===== config.mk =====
export PLATFORM = sky130hd
export DESIGN_NAME = fft_result_buffer
export DESIGN_NICKNAME = d
export VERILOG_FILES = /design/src/rtl/fft_buf_pkg.sv /design/src/rtl/fft_buf_bank.sv /design/src/rtl/fft_result_buffer.sv
export SDC_FILE = /design/constraint.sdc
export NUM_CORES = 2
export LEC_CHECK = 0
export BUFFER_PORTS_ARGS = -buffer_cell sky130_fd_sc_hd__buf_4
export CAP_MARGIN = 15
export CORE_MARGIN = 4
export CORE_UTILIZATION = 56
export CTS_CLUSTER_DIAMETER = 100
export CTS_CLUSTER_SIZE = 40
export DETAILED_ROUTE_END_ITERATION = 12
export GPL_ROUTABILITY_DRIVEN = 0
export PLACE_DENSITY_LB_ADDON = 0.12
export SLEW_MARGIN = 20
export SYNTH_ARGS = -nofsm -noshare
export SYNTH_HDL_FRONTEND = slang
export SYNTH_SLANG_ARGS = --single-unit

===== constraint.sdc =====
create_clock -name clk -period 48.1 [get_ports clk]
set_input_delay 7.215 -clock clk [delete_from_list [all_inputs] [get_ports clk]]
set_output_delay 7.215 -clock clk [all_outputs]
set_load 0.05 [all_outputs]

===== src/rtl/fft_buf_pkg.sv =====
// Shared types, constants and helper functions for the FFT result buffer.
package fft_buf_pkg;

    localparam int unsigned FFT_N_POINTS = 16;
    localparam int unsigned FFT_DATA_W   = 16;

    typedef enum logic {
        IDLE,
        STREAM
    } state_t;

    function automatic int unsigned clog2(input int unsigned value);
        int unsigned w;
        w = 0;
        for (int unsigned i = 0; i < 32; i++) begin
            if ((32'd1 << i) < value) w = i + 1;
        end
        return w;
    endfunction

    function automatic int unsigned bitrev(input int unsigned value, input int unsigned width);
        int unsigned r;
        r = 0;
        for (int unsigned i = 0; i < 32; i++) begin
            if (i < width) r = r | (((value >> i) & 32'd1) << (width - 1 - i));
        end
        return r;
    endfunction

endpackage


===== src/rtl/fft_buf_bank.sv =====
// One bank of N_POINTS complex words: full-frame parallel write, two async read ports.
module fft_buf_bank
    import fft_buf_pkg::*;
#(
    parameter int unsigned N_POINTS = FFT_N_POINTS,
    parameter int unsigned DATA_W   = FFT_DATA_W,
    localparam int unsigned AW      = clog2(N_POINTS)
) (
    input  logic                       clk,
    input  logic                       we,
    input  logic [N_POINTS*DATA_W-1:0] wr_r,
    input  logic [N_POINTS*DATA_W-1:0] wr_i,
    input  logic [AW-1:0]              s_addr,
    output logic [DATA_W-1:0]          s_r,
    output logic [DATA_W-1:0]          s_i,
    input  logic [AW-1:0]              r_addr,
    output logic [DATA_W-1:0]          r_r,
    output logic [DATA_W-1:0]          r_i
);

    logic [DATA_W-1:0] mem_r [N_POINTS];
    logic [DATA_W-1:0] mem_i [N_POINTS];

    always_ff @(posedge clk) begin
        if (we) begin
            for (int unsigned k = 0; k < N_POINTS; k++) begin
                mem_r[k] <= wr_r[k*DATA_W +: DATA_W];
                mem_i[k] <= wr_i[k*DATA_W +: DATA_W];
            end
        end
    end

    assign s_r = mem_r[s_addr];
    assign s_i = mem_i[s_addr];
    assign r_r = mem_r[r_addr];
    assign r_i = mem_i[r_addr];

endmodule


===== src/rtl/fft_result_buffer.sv =====
// Ping-pong FFT result buffer: single-edge frame capture, registered random read,
// and valid/ready streaming readout in natural or bit-reversed order.
module fft_result_buffer
    import fft_buf_pkg::*;
#(
    parameter int unsigned N_POINTS = FFT_N_POINTS,
    parameter int unsigned DATA_W   = FFT_DATA_W,
    parameter int unsigned BIT_REV  = 1,
    localparam int unsigned AW      = clog2(N_POINTS)
) (
    input  logic                       clk,
    input  logic                       rst_n,
    input  logic                       load,
    input  logic [N_POINTS*DATA_W-1:0] din_r,
    input  logic [N_POINTS*DATA_W-1:0] din_i,
    input  logic                       start,
    output logic                       out_valid,
    input  logic                       out_ready,
    output logic [DATA_W-1:0]          out_r,
    output logic [DATA_W-1:0]          out_i,
    output logic [AW-1:0]              out_idx,
    output logic                       out_last,
    input  logic                       rd_en,
    input  logic [AW-1:0]              rd_addr,
    output logic                       rd_valid,
    output logic [DATA_W-1:0]          rd_data_r,
    output logic [DATA_W-1:0]          rd_data_i,
    output logic                       frame_avail,
    output logic                       busy,
    output logic                       overflow
);

    state_t state, state_nxt;
    logic   bank_sel, pending;
    logic   start_ok, hs, last_hs, swap;

    logic [AW-1:0]     next_k, s_addr;
    logic [DATA_W-1:0] s0_r, s0_i, s1_r, s1_i;
    logic [DATA_W-1:0] r0_r, r0_i, r1_r, r1_i;

    fft_buf_bank #(.N_POINTS(N_POINTS), .DATA_W(DATA_W)) u_bank0 (
        .clk(clk), .we(load && bank_sel), .wr_r(din_r), .wr_i(din_i),
        .s_addr(s_addr), .s_r(s0_r), .s_i(s0_i),
        .r_addr(rd_addr), .r_r(r0_r), .r_i(r0_i)
    );

    fft_buf_bank #(.N_POINTS(N_POINTS), .DATA_W(DATA_W)) u_bank1 (
        .clk(clk), .we(load && !bank_sel), .wr_r(din_r), .wr_i(din_i),
        .s_addr(s_addr), .s_r(s1_r), .s_i(s1_i),
        .r_addr(rd_addr), .r_r(r1_r), .r_i(r1_i)
    );

    always_ff @(posedge clk) begin
        if (!rst_n) state <= IDLE;
        else        state <= state_nxt;
    end

    always_comb begin
        state_nxt = state;
        unique case (state)
            IDLE:    if (start_ok) state_nxt = STREAM;
            STREAM:  if (last_hs)  state_nxt = IDLE;
            default: state_nxt = IDLE;
        endcase
    end

    always_comb begin
        busy     = (state == STREAM);
        start_ok = (state == IDLE) && start && (frame_avail || load);
        hs       = (state == STREAM) && out_valid && out_ready;
        last_hs  = hs && out_last;
        swap     = ((state == IDLE) && load) || (last_hs && (pending || load));
    end

    always_ff @(posedge clk) begin
        if (!rst_n) begin
            bank_sel    <= 1'b0;
            pending     <= 1'b0;
            frame_avail <= 1'b0;
            overflow    <= 1'b0;
        end else begin
            overflow    <= load && pending;
            frame_avail <= frame_avail || swap;
            if (swap) bank_sel <= ~bank_sel;
            if (state == STREAM) pending <= last_hs ? 1'b0 : (pending || load);
        end
    end

    // Output registers are loaded from the address of the beat that follows.
    always_comb begin
        next_k = start_ok ? '0 : out_idx + 1'b1;
        s_addr = (BIT_REV != 0) ? AW'(bitrev(32'(next_k), AW)) : next_k;
    end

    always_ff @(posedge clk) begin
        if (!rst_n) begin
            out_valid <= 1'b0;
            out_last  <= 1'b0;
            out_idx   <= '0;
            out_r     <= '0;
            out_i     <= '0;
        end else if (start_ok) begin
            out_valid <= 1'b1;
            out_last  <= 1'b0;
            out_idx   <= '0;
            // Beat 0 of a frame captured on this same edge is not in the bank yet.
            out_r     <= load ? din_r[DATA_W-1:0] : (bank_sel ? s1_r : s0_r);
            out_i     <= load ? din_i[DATA_W-1:0] : (bank_sel ? s1_i : s0_i);
        end else if (hs) begin
            if (out_last) begin
                out_valid <= 1'b0;
                out_last  <= 1'b0;
            end else begin
                out_idx  <= next_k;
                out_r    <= bank_sel ? s1_r : s0_r;
                out_i    <= bank_sel ? s1_i : s0_i;
                out_last <= (next_k == AW'(N_POINTS - 1));
            end
        end
    end

    always_ff @(posedge clk) begin
        if (!rst_n) begin
            rd_valid  <= 1'b0;
            rd_data_r <= '0;
            rd_data_i <= '0;
        end else begin
            rd_valid <= rd_en;
            if (rd_en) begin
                rd_data_r <= bank_sel ? r1_r : r0_r;
                rd_data_i <= bank_sel ? r1_i : r0_i;
            end
        end
    end

endmodule


==> metrics.cfg <==
[outcome]
status = finished clean

[synth]
post_synth_num_cell_types = 43
ys_seq_elements = 1100
yosysSeqAreaShare = 0.644
syn_area_um2 = 50100
yosysWarnings = 0
synth_area_per_cell_um2 = 14.9
ys.flop_type = edfxtp_1
syn_inst = 3359
synth_fp_nets = 3882
ys_async_sr_fraction = 0
synth_edf_count = 1024

[drt]
totalWireLength_um = 162000
drc_errors = 0
drtPass1Iterations = 8
via_per_inst = 6.80
ant_nets = 0
wl_per_cell_um = 32.3
drtIter0Drc = 4981
via_count = 34100

[cts]
postCtsHoldBufs = 0
post-cts-setup-buffer-count = 0
root_buffer = clkbuf_16
cts_buffer_depth = 3
tritoncts = done
clk_latency_ps = 660
clkSinkCount = 1100
path_clk_slew_ps = 130
cts_buffers = 37
cts-htree-levels = 2
ctsResizeCount = 0

[place]
place_hpwl_um = 108000
dpl_cell_area_um2 = 55500
portBuffers = 595
post-place-ws_ps = 36220

[setup_path]
crit_buf_inv = 4
worstPathArrival_ps = 11620
cp_top_family = buffers and inverters
path_class = input pin to flip-flop
cp_slowest_cell = buf_4
startpoint_type = input pin
crit_top_cell = buf_4
endpoint_kind = flip-flop
cpPeakStageDelay_ps = 910
required_ps = 48640
crit_fanout = 102
cp_cell_sequence = buf_4 > nor2_1 > nor2_1 > buf_4 > nor2_4 > buf_6 > buf_4 > nand2_1 > a311oi_1 > nor3_1 > o31ai_1

[die]
core_um2 = 88600
die-area_um2 = 94400
die_w_um = 307
io_pins = 596
die_h_um = 307
start_util = 0.566
rows = 109

[final_layout]
area_growth_pct = 13.6
fin_nets = 4299
finalInstanceArea_um2 = 56900
drive_gt1_frac = 0.276

[global_routing]
grt_pass1_wl_um = 227000
antenna_found_initial = 60
grt_max_degree = 183
grt_pass1_vias = 32800
grt_util_all_layers = 0.334
grt.overflow.total = 0

[timing]
fmax_mhz = 90.3
setup_slack_ps = 37030
hold_violations = 0
period_share = 0.230
finalSetupViolCount = 0
rsz0062_at_grt = false
worst_slew_pin_slew_ps = 1160
maxSlewHeadroom = 0.229
maxSlewViolCount = 0
fin_crit_ps = 11070
fin_worst_skew_ps = 33.0
setup-tns-final_ps = 0
holdWs_ps = 477

[run]
maxCapViolCount = 0

[pwr]
vdd_drop_max_uv = 30.1
p_leak_nw = 20.6
powerDensity_nw_per_um2 = 33.2

[worst_hold_path]
hp-class = flip-flop to flip-flop

registers in the layout, summed over array words and instances, names as in the netlist, 4 cells and up:
signal         flops
u_bank0.mem_i    256
u_bank0.mem_r    256
u_bank1.mem_i    256
u_bank1.mem_r    256
out_i             16
out_r             16
rd_data_i         16
rd_data_r         16
out_idx            4
per-layer routing:
metal / wire length [µm] / up-vias / global-route usage
li1: - / 14200 / -
met2: 72000 / 2513 / 0.480
met5: 84 / - / 0
met3: 23400 / 288 / 0.113
met4: 5520 / 12 / 0.136
met1: 61200 / 17100 / 0.476
layout by cell type (no fill, tap or decap), types with 38 or more instances in the layout:
cell type	instances
mux2i_1	256
a21oi_1	38
mux4_2	288
a211oi_1	64
and3_1	65
buf_4	638
edfxtp_1	1024
clkbuf_16	39
nand2_1	614
o21ai_0	98
nand3_1	195
dfxtp_1	75
diode_2	52
a311oi_1	64
worst reg2reg max path, cell delays in order, from the launching register on:
cell and delay [ps]:
dfxtp_1 670, ha_1 300, xor2_2 230, o21ai_4 140
buf_12 740, buf_4 1110, mux2_2 440, a211o_1 290
nor3_1 780, o31ai_1 110
cells in the mapped netlist (all sizes together), types with 3 or more instances:
cell	n	area (µm²)
and3	65	407
nand2	617	2320
nand3	196	981
o21ai	101	505
nor2	10	37.5
mux2i	256	2560
nand2b	3	18.8
xor2	4	42.6
a211oi	64	480
o22ai	32	200
buf	107	522
nand4	33	206
edfxtp	1024	30700
a21oi	39	195
and2	3	18.8
clkbuf	160	601
o31ai	32	240
a31oi	32	200
a211o	32	280
a32oi	33	289
nor3	33	165
mux4	288	6490
dfxtp	76	1520
mux2	32	360
o21a	3	22.5
nor4	6	50.0
a311oi	64	561
cell type report:
cell class	instances	area, µm²
clock inverter	19	244
fill	6505	31700
clock buffer	49	1010
multi-input combinational	1992	16900
tap	1165	1460
timing repair buffer	645	4910
sequential	1100	32300
antenna	52	130
path summary, 6_finish.rpt:
kind	start	cells past startpoint	endpoint	slack, ps
setup / recovery	load	11	out_i[1]$_SDFFE_PN0P_	37030
hold / removal	out_i[14]$_SDFFE_PN0P_	2	out_i[14]$_SDFFE_PN0P_	480
setup reg to reg	out_idx[0]$_SDFFE_PP0P_	9	out_r[11]$_SDFFE_PN0P_	43140
hold reg to reg	out_i[14]$_SDFFE_PN0P_	2	out_i[14]$_SDFFE_PN0P_	480
kinds of logic after synthesis:
| kind of cell | Yosys count | share of synthesized area |
|---|---|---|
| flops | 1100 | 0.644 |
| simple gates | 975 | 0.0852 |
| mux | 576 | 0.188 |
| compound gates | 434 | 0.0596 |
| buf+inv | 267 | 0.0224 |
| xor+xnor | 6 | 0.00120 |
| fa+ha+maj | 1 | 0.000250 |
stage by stage:
stage | utilization | power [mW] | instances
2_1_floorplan | - | 1.36 | 3359
3_3_place_gp | 0.626 | 1.44 | 4902
3_5_place_dp | 0.626 | 1.44 | 4902
4_1_cts | 0.641 | 1.89 | 4970
5_1_grt | 0.642 | 1.94 | 5018
6_report | 0.642 | 1.89 | 5022
power by group:
group	total, mW	switching, mW	leakage [nW]	internal (mW)
Clock	0.463	0.296	0.599	0.167
Combinational	0.263	0.158	9.79	0.104
Sequential	1.16	0.0387	10.2	1.13
Total	1.89	0.493	20.6	1.40
Note: power is estimated with default switching activity, not from simulation.
